File: src/rtl/mips_defs.sv
// Shared MIPS definitions: memory aluop codes, exception codes and the
// memory-stage FSM state encoding.
package mips_defs;

  localparam logic [7:0] ALUOP_LB = 8'h90;
  localparam logic [7:0] ALUOP_LW = 8'h92;
  localparam logic [7:0] ALUOP_SB = 8'h98;
  localparam logic [7:0] ALUOP_SW = 8'h9A;

  localparam logic [4:0] EXC_ADEL = 5'h04;
  localparam logic [4:0] EXC_ADES = 5'h05;
  localparam logic [4:0] EXC_NONE = 5'h10;

  typedef enum logic [1:0] {
    S_IDLE  = 2'd0,
    S_WAIT  = 2'd1,
    S_DONE  = 2'd2,
    S_DRAIN = 2'd3
  } mem_state_e;

endpackage

File: src/rtl/mem_align.sv
// Big-endian byte-lane logic: op decode, store byte enables/data,
// load lane selection with sign extension, and alignment checking.
module mem_align
  import mips_defs::*;
(
  input  logic [7:0]  i_aluop,
  input  logic [1:0]  i_off,
  input  logic [31:0] i_din,
  input  logic [31:0] i_rdata,
  output logic        o_is_mem,
  output logic        o_is_store,
  output logic        o_misalign,
  output logic [3:0]  o_we,
  output logic [31:0] o_wdata,
  output logic [31:0] o_ldata
);

  logic [7:0] w_byte;

  always_comb begin
    case (i_off)
      2'd0:    w_byte = i_rdata[31:24];
      2'd1:    w_byte = i_rdata[23:16];
      2'd2:    w_byte = i_rdata[15:8];
      default: w_byte = i_rdata[7:0];
    endcase
  end

  always_comb begin
    o_is_mem   = 1'b0;
    o_is_store = 1'b0;
    o_misalign = 1'b0;
    o_we       = '0;
    o_wdata    = '0;
    o_ldata    = '0;
    case (i_aluop)
      ALUOP_LB: begin
        o_is_mem = 1'b1;
        o_ldata  = {{24{w_byte[7]}}, w_byte};
      end
      ALUOP_LW: begin
        o_is_mem   = 1'b1;
        o_misalign = (i_off != 2'd0);
        o_ldata    = i_rdata;
      end
      ALUOP_SB: begin
        o_is_mem   = 1'b1;
        o_is_store = 1'b1;
        o_we       = 4'b1000 >> i_off;
        o_wdata    = {4{i_din[7:0]}};
      end
      ALUOP_SW: begin
        o_is_mem   = 1'b1;
        o_is_store = 1'b1;
        o_misalign = (i_off != 2'd0);
        o_we       = 4'b1111;
        o_wdata    = i_din;
      end
      default: ;
    endcase
  end

endmodule

File: src/rtl/mem_stage.sv
// MIPS memory stage: data-bus handshake FSM, address exceptions,
// flush/drain handling and write-back/forwarding outputs.
module mem_stage
  import mips_defs::*;
(
  input  logic        clk,
  input  logic        rst,
  input  logic [7:0]  mem_aluop_i,
  input  logic [4:0]  mem_wa_i,
  input  logic        mem_wreg_i,
  input  logic        mem_mreg_i,
  input  logic [31:0] mem_wd_i,
  input  logic [31:0] mem_din_i,
  input  logic        mem_whilo_i,
  input  logic [63:0] mem_hilo_i,
  input  logic        mem_cp0_we_i,
  input  logic [4:0]  mem_cp0_waddr_i,
  input  logic [31:0] mem_cp0_wdata_i,
  input  logic [31:0] mem_pc_i,
  input  logic        mem_in_delay_i,
  input  logic [4:0]  mem_exccode_i,
  input  logic        flush_i,
  output logic        dbus_req,
  output logic [3:0]  dbus_we,
  output logic [31:0] dbus_addr,
  output logic [31:0] dbus_wdata,
  input  logic        dbus_ack,
  input  logic [31:0] dbus_rdata,
  output logic [4:0]  mem_wa_o,
  output logic        mem_wreg_o,
  output logic [31:0] mem_dreg_o,
  output logic        mem_whilo_o,
  output logic [63:0] mem_hilo_o,
  output logic        mem_cp0_we_o,
  output logic [4:0]  mem_cp0_waddr_o,
  output logic [31:0] mem_cp0_wdata_o,
  output logic [31:0] mem_pc_o,
  output logic        mem_in_delay_o,
  output logic [4:0]  mem_exccode_o,
  output logic [31:0] mem_badvaddr_o,
  output logic        stallreq_mem
);

  mem_state_e  r_state, w_next;
  logic [31:0] r_ldata, r_addr, r_wdata;
  logic [3:0]  r_we;

  logic        w_is_mem, w_is_store, w_misalign;
  logic [3:0]  w_we;
  logic [31:0] w_wdata, w_ldata;
  logic        w_launch, w_hold, w_commit, w_use_ldata, w_exc;

  mem_align u_align (
    .i_aluop    (mem_aluop_i),
    .i_off      (mem_wd_i[1:0]),
    .i_din      (mem_din_i),
    .i_rdata    (dbus_rdata),
    .o_is_mem   (w_is_mem),
    .o_is_store (w_is_store),
    .o_misalign (w_misalign),
    .o_we       (w_we),
    .o_wdata    (w_wdata),
    .o_ldata    (w_ldata)
  );

  // Bus request is latched at launch so DRAIN can keep it stable after the
  // upstream register has been flushed.
  always_ff @(posedge clk or posedge rst) begin
    if (rst) begin
      r_state <= S_IDLE;
      r_ldata <= '0;
      r_addr  <= '0;
      r_we    <= '0;
      r_wdata <= '0;
    end else begin
      r_state <= w_next;
      if (w_launch) begin
        r_addr  <= {mem_wd_i[31:2], 2'b00};
        r_we    <= w_we;
        r_wdata <= w_wdata;
      end
      if (r_state == S_WAIT && dbus_ack)
        r_ldata <= w_ldata;
    end
  end

  always_comb begin
    w_next          = r_state;
    w_launch        = 1'b0;
    w_hold          = 1'b0;
    w_commit        = 1'b0;
    w_use_ldata     = 1'b0;
    w_exc           = 1'b0;
    stallreq_mem    = 1'b0;
    dbus_req        = 1'b0;
    dbus_we         = '0;
    dbus_addr       = '0;
    dbus_wdata      = '0;
    mem_wa_o        = '0;
    mem_wreg_o      = 1'b0;
    mem_dreg_o      = '0;
    mem_whilo_o     = 1'b0;
    mem_hilo_o      = '0;
    mem_cp0_we_o    = 1'b0;
    mem_cp0_waddr_o = '0;
    mem_cp0_wdata_o = '0;
    mem_pc_o        = '0;
    mem_in_delay_o  = 1'b0;
    mem_exccode_o   = EXC_NONE;
    mem_badvaddr_o  = '0;

    if (!rst) begin
      case (r_state)
        S_IDLE: begin
          if (!flush_i) begin
            if (mem_exccode_i != EXC_NONE) begin
              w_exc         = 1'b1;
              mem_exccode_o = mem_exccode_i;
            end else if (w_misalign) begin
              w_exc          = 1'b1;
              mem_exccode_o  = w_is_store ? EXC_ADES : EXC_ADEL;
              mem_badvaddr_o = mem_wd_i;
            end else if (w_is_mem) begin
              w_launch     = 1'b1;
              stallreq_mem = 1'b1;
              w_next       = S_WAIT;
            end else begin
              w_commit = 1'b1;
            end
          end
        end
        S_WAIT: begin
          w_hold       = 1'b1;
          stallreq_mem = 1'b1;
          // A flush coinciding with ack has nothing left to drain.
          if (flush_i)       w_next = dbus_ack ? S_IDLE : S_DRAIN;
          else if (dbus_ack) w_next = S_DONE;
        end
        S_DONE: begin
          w_next = S_IDLE;
          if (!flush_i) begin
            w_commit    = 1'b1;
            w_use_ldata = mem_mreg_i;
          end
        end
        S_DRAIN: begin
          w_hold = 1'b1;
          if (dbus_ack) w_next = S_IDLE;
        end
        default: w_next = S_IDLE;
      endcase
    end

    if (w_launch) begin
      dbus_req   = 1'b1;
      dbus_we    = w_we;
      dbus_addr  = {mem_wd_i[31:2], 2'b00};
      dbus_wdata = w_wdata;
    end else if (w_hold) begin
      dbus_req   = 1'b1;
      dbus_we    = r_we;
      dbus_addr  = r_addr;
      dbus_wdata = r_wdata;
    end

    if (w_commit) begin
      mem_wa_o        = mem_wa_i;
      mem_wreg_o      = mem_wreg_i;
      mem_dreg_o      = w_use_ldata ? r_ldata : mem_wd_i;
      mem_whilo_o     = mem_whilo_i;
      mem_hilo_o      = mem_hilo_i;
      mem_cp0_we_o    = mem_cp0_we_i;
      mem_cp0_waddr_o = mem_cp0_waddr_i;
      mem_cp0_wdata_o = mem_cp0_wdata_i;
    end
    if (w_commit || w_exc) begin
      mem_pc_o       = mem_pc_i;
      mem_in_delay_o = mem_in_delay_i;
    end
  end

endmodule

File: config.mk
export PLATFORM = sky130hd
export DESIGN_NAME = mem_stage
export DESIGN_NICKNAME = d
export VERILOG_FILES = /design/src/rtl/mips_defs.sv /design/src/rtl/mem_align.sv /design/src/rtl/mem_stage.sv
export SDC_FILE = /design/constraint.sdc
export NUM_CORES = 1
export LEC_CHECK = 0
export ABC_CLOCK_PERIOD_IN_PS = 6800
export BUFFER_PORTS_ARGS = -buffer_cell sky130_fd_sc_hd__buf_4
export CAP_MARGIN = 10
export CORE_AREA = 2 2 211 213
export CTS_CLUSTER_DIAMETER = 60
export DETAILED_ROUTE_END_ITERATION = 12
export DIE_AREA = 0 0 213 215
export GPL_TIMING_DRIVEN = 0
export SETUP_SLACK_MARGIN = 0.15
export SYNTH_ARGS = -nofsm -noshare
export SYNTH_HDL_FRONTEND = slang
export SYNTH_SLANG_ARGS = --single-unit
File: constraint.sdc
create_clock -name clk -period 6.8 [get_ports clk]
set_input_delay 0.68 -clock clk [delete_from_list [all_inputs] [get_ports clk]]
set_output_delay 0.68 -clock clk [all_outputs]
set_load 0.01 [all_outputs]
Word level (Yosys, flattened, before mapping). Cells that the tools add are included.

Input port bits: 256. Output and inout port bits: 281. Bits in registers: 100. Logic and storage cells: 104.

Bitwise operators: 1. Shifts and indexed selects: 1. Reductions and logical operators: 10. Equality and inequality tests: 16. Muxes and demuxes: 71.

Operators with widths (number): $mux 32 (13); $pmux 32 s2 (2); $mux 64 (1); $mux 5 (7); $mux 1 (33); $eq 8x8->1 const B (4); $pmux 8 s3 (1); $mux 2 (8); $mux 4 (2); $ne 2x2->1 const B (4); $pmux 2 s4 (1); $pmux 4 s2 (1); $reduce_and 7->1 (1); $eq 2x2->1 const B (3); $reduce_or 2->1 (3); $ne 5x5->1 const B (1); $eq 2x1->1 const B (2); $logic_not 2->1 (2); $pmux 1 s2 (2); $reduce_or 4->1 (1); $shr 4x2->4 const A (1); $ne 3x3->1 const B (1); $ne 2x1->1 const B (1); $reduce_bool 2->1 (1); other kinds (3) (3).

Longest topological paths before layout.
Depth after elaboration: 11. Mapped depth: 8. Depth with buffers taken out: 4.

By module. A second synthesis with hierarchy kept.

Cell total of the unflattened synthesis: 772. Area total of the unflattened synthesis: 7440.9 sq um.

By module, submodules not included: mem_stage (cells each 573, area an instance 6281.0 sq um, times used 1, seq. area each 2502.4 sq um); mem_align (cells each 199, area an instance 1159.9 sq um, times used 1, seq. area each 0.0 sq um).

Worst setup path before layout. OpenSTA, ideal clock, no wires.

Path kind: input-to-output. Start: input rst. End: output stallreq_mem. Cell stages on the path: 2. Required time: 6.120 ns. Setup slack: 2.944 ns. Arrival: 3.176 ns. Buffers on the path: 0. Path through: inv_1 -> o211a_1.

Longest elaborated chain between the ends: 1.

RTL lines: start, declared (RTL line mem_stage.sv:7) `input logic rst,`; $mux 1 (RTL line mem_stage.sv:112) `if (!rst) begin`; end, declared (RTL line mem_stage.sv:41) `output logic stallreq_mem`.

Every way passes these cells.

Worst setup path after layout.
Start: register r_state[0]. End: output mem_badvaddr_o[12].

Longest elaborated chain between the ends: 3.

RTL lines: start, declared (RTL line mem_stage.sv:44) `mem_state_e r_state, w_next;`; start signal, assigned (RTL line mem_stage.sv:76) `r_state <= w_next;`; $logic_not 2->1 (RTL line mem_stage.sv:113) `case (r_state)`; $mux 32 (RTL line mem_stage.sv:113); $mux 32 (RTL line mem_stage.sv:112); end, declared (RTL line mem_stage.sv:40) `output logic [31:0] mem_badvaddr_o,`.

Every way passes these cells.

==> metrics.csv <==
stage,metric,value,unit
run_status,status,"finished, final reports clean",
synth,Yosys warning total,0,
critical_path,CP required,6120,ps
critical_path,crit path capture type,primary output,
clock_tree,Inserted Clock Buffers,9,
grt,first-pass GRT wire length,58000,um
critical_path,critical path class,register to primary output,
synth,Cells after Synth,866,
floorplanning,core area,43600,sq um
floorplanning,Die X,213,um
detailed_routing,DR WL/cell,20.7,um
clock_tree,CTS tree,built,
timing,Slew @ Worst Pin,1180,ps
synth,register bit count reported by yosys,100,
power,pwr dens,113,nW/um^2
synth,Yosys top cell by area,dfrtp_1,
timing,Slew HR,20.9,%
clock_tree,Post-CTS Hold Buffers,0,
detailed_routing,Initial DRT Pass Iterations,5,
detailed_routing,aggregate routed wire length,41700,um
timing,setup TNS,0,ps
clock_tree,CTS max path bufs,2,
synth,Netlist cell types,41,
timing,skew final,8.93,ps
grt,initial antenna violation count,11,
grt,largest net degree at the start of global routing,57,
synth,ys async rst share,100,%
clock_tree,CTS root buffer,clkbuf_16,
detailed_routing,Post-route DRC,0,
detailed_routing,Detail Route Antenna Nets,0,
clock_tree,clock sinks,100,
cells_and_area,fraction of final layout cells sized beyond drive strength 1,42.6,%
synth,Synth Cell Area,6940,sq um
floorplanning,row count,77,
critical_path,critical path's top delay family,simple AND/OR/NAND/NOR gates,
floorplanning,# IOs,537,
placement,RePlAce Congestion,0.934,
clock_tree,buffer count from post-CTS setup fixing,0,
clock_tree,clock latency at the later pin of the worst-skew pair,370,ps
critical_path,"Max FO, Critical Path",10,
critical_path,cell mode on critical path,clkbuf_1,
timing,final hold vios,0,
power,Static Leakage,6.22,nW
critical_path,CP Data Arrival Time,3440,ps
floorplanning,Die ar.,45800,sq um
placement,port bufs,533,
synth,Post-synth EDFFs,0,
cells_and_area,final net count,1669,
placement,"Cell Area, Placed",11700,sq um
grt,vias in the first global route,8644,
synth,share of the synthesized area in the top cell type,36.1,%
min_path,Hold WC Path Type,register to register,
critical_path,CP cell instances,buf_6 > or4_4 > clkbuf_1 > nor3_2 > clkbuf_1 > and2_1 > buf_4,
synth,Post-Syn Area per Cell,8.01,sq um
cells_and_area,Layout area overhead,73.1,%
cells_and_area,filler cell count,4789,
grt,GRT Residual Overflow,0,
detailed_routing,Vias/cell,4.32,
detailed_routing,initial drt markers,484,
timing,final setup vio count,0,
synth,sequential share of the synthesized area,36.1,%
clock_tree,post-CTS resize count,0,
clock_tree,htree depth,3,
critical_path,Worst path max stage delay,1020,ps
detailed_routing,Vias,8710,
floorplanning,Die Y,215,um
critical_path,Startpoint Class,register,
floorplanning,Initial Utilization,15.9,%
timing,Tcrit/Tclk final,60.6,%
synth,"top cells by area, synth","dfrtp_1 36%, and2_1 17%, nand2_1 10%",
clock_tree,clock slew at reported path FFs,70,ps
timing,Slew Limit Fails,0,
timing,RSZ-0062 raised after global routing,no,
timing,fmax,243,MHz
critical_path,Slowest cell on crit path,nor3_2,
grt,Tot GR Track Use,17.6,%
job,Max Cap Violations,0,
power,maximum VDD drop,0.0751,mV
cells_and_area,design area,12000,sq um
critical_path,worst path buffer plus inverter count,4,
timing,fin crit period,4120,ps
placement,dpl hpwl,35700,um
synth,"Primary FF master, synth",dfrtp_1,
-- sequential cells by signal, indices dropped and copies added (netlist names) --
register / flops
r_wdata: 32
r_addr: 30
r_state: 2
r_we: 4
r_ldata: 32
-- stage by stage --
stage               power (mW)  hold WS, ps  std cells  setup slack, ps  util [%]
detailed placement       0.863          493       1993             2780      26.8
floorplan                0.678          474        867             2940         -
finish                    1.35          510       2016             2680      27.5
CTS                       1.37          510       2009             2650      27.5
global placement         0.858          488       1992             1540      26.8
global route              1.41          528       2013             2480      27.5
-- final cells by class --
cell class	instances	area, sq um	area share, %
timing repair buffer	535	4030	33.6
clock inverter	6	46.3	0.386
tap	592	741	6.17
inverter	5	21.3	0.177
sequential	100	2500	20.8
multi-input combinational	680	4040	33.7
buffer	82	377	3.14
antenna	6	15.0	0.125
clock buffer	10	229	1.91
-- worst register-to-register path, stage by stage, from the launching register on --
cell,delay (ps)
dfrtp_1,370
buf_6,130
or4_4,530
clkbuf_1,290
nor2_1,300
buf_4,270
mux2_2,360
-- worst paths after layout --
check,cells past startpoint,slack (ps),from,end
worst max-delay path,7,2680,r_state[0]$_DFFE_PP0P_,mem_badvaddr_o[12]
worst min-delay path,1,510,r_addr[25]$_DFFE_PP0P_,r_addr[25]$_DFFE_PP0P_
worst max register to register,6,4420,r_state[0]$_DFFE_PP0P_,r_addr[4]$_DFFE_PP0P_
worst min register to register,1,510,r_addr[25]$_DFFE_PP0P_,r_addr[25]$_DFFE_PP0P_
max in group asynchronous,3,5570,rst,r_addr[5]$_DFFE_PP0P_
min in group asynchronous,2,520,rst,r_wdata[4]$_DFFE_PP0P_
-- where the power goes --
part	total (mW)	switching, mW	leakage, nW	internal, mW
registers	0.595	0.000431	1.40	0.595
logic	0.254	0.120	4.69	0.134
clock network	0.505	0.252	0.130	0.252
-- layout by cell type, fill, tap and decap left out, types with 4 or more instances in the layout --
cell type | Yosys | routed
o21ai_0 | 117 | 117
nand2_1 | 191 | 191
and2_1 | 183 | 183
buf_4 | 5 | 538
nor2_1 | 7 | 7
a22o_1 | 31 | 31
dfrtp_1 | 100 | 100
mux2_2 | 13 | 13
nor2b_1 | 5 | 5
mux2i_1 | 7 | 7
a221o_1 | 32 | 32
clkbuf_16 | 0 | 9
mux2_4 | 17 | 17
clkbuf_1 | 63 | 64
a21oi_1 | 34 | 34
diode_2 | 0 | 6
inv_1 | 5 | 4
buf_6 | 4 | 4
buf_2 | 6 | 6
nand2b_1 | 8 | 8
o21ai_1 | 7 | 7
-- kinds of logic after synthesis --
family	synth area share, %
and+or+nand+nor	30.4
AOI/OAI and AO/OA	20.6
DFF	36.1
buffers and inverters	5.70
muxes	7.13
other	0.0541
-- Yosys cell counts, types with 2 or more instances --
library cell / count
a21oi_1: 34
a221o_1: 32
a22o_1: 31
and2_1: 183
buf_1: 2
buf_2: 6
buf_4: 5
buf_6: 4
clkbuf_1: 63
dfrtp_1: 100
inv_1: 5
mux2_2: 13
mux2_4: 17
mux2i_1: 7
nand2_1: 191
nand2b_1: 8
nand3_1: 3
nand4_1: 3
nor2_1: 7
nor2b_1: 5
nor3_1: 3
o21a_1: 3
o21ai_0: 117
o21ai_1: 7
-- layer usage --
metal	routed length, um	vias to the layer above	global-route usage (%)	part of all wire (%)
met5	41	-	0	0.098
met4	1750	6	8.23	4.2
met3	2910	68	4.12	7.0
met2	21500	385	31.7	51
met1	15500	4214	19.4	37
li1	-	4037	-	-
Note: power is estimated with default switching activity, not from simulation.
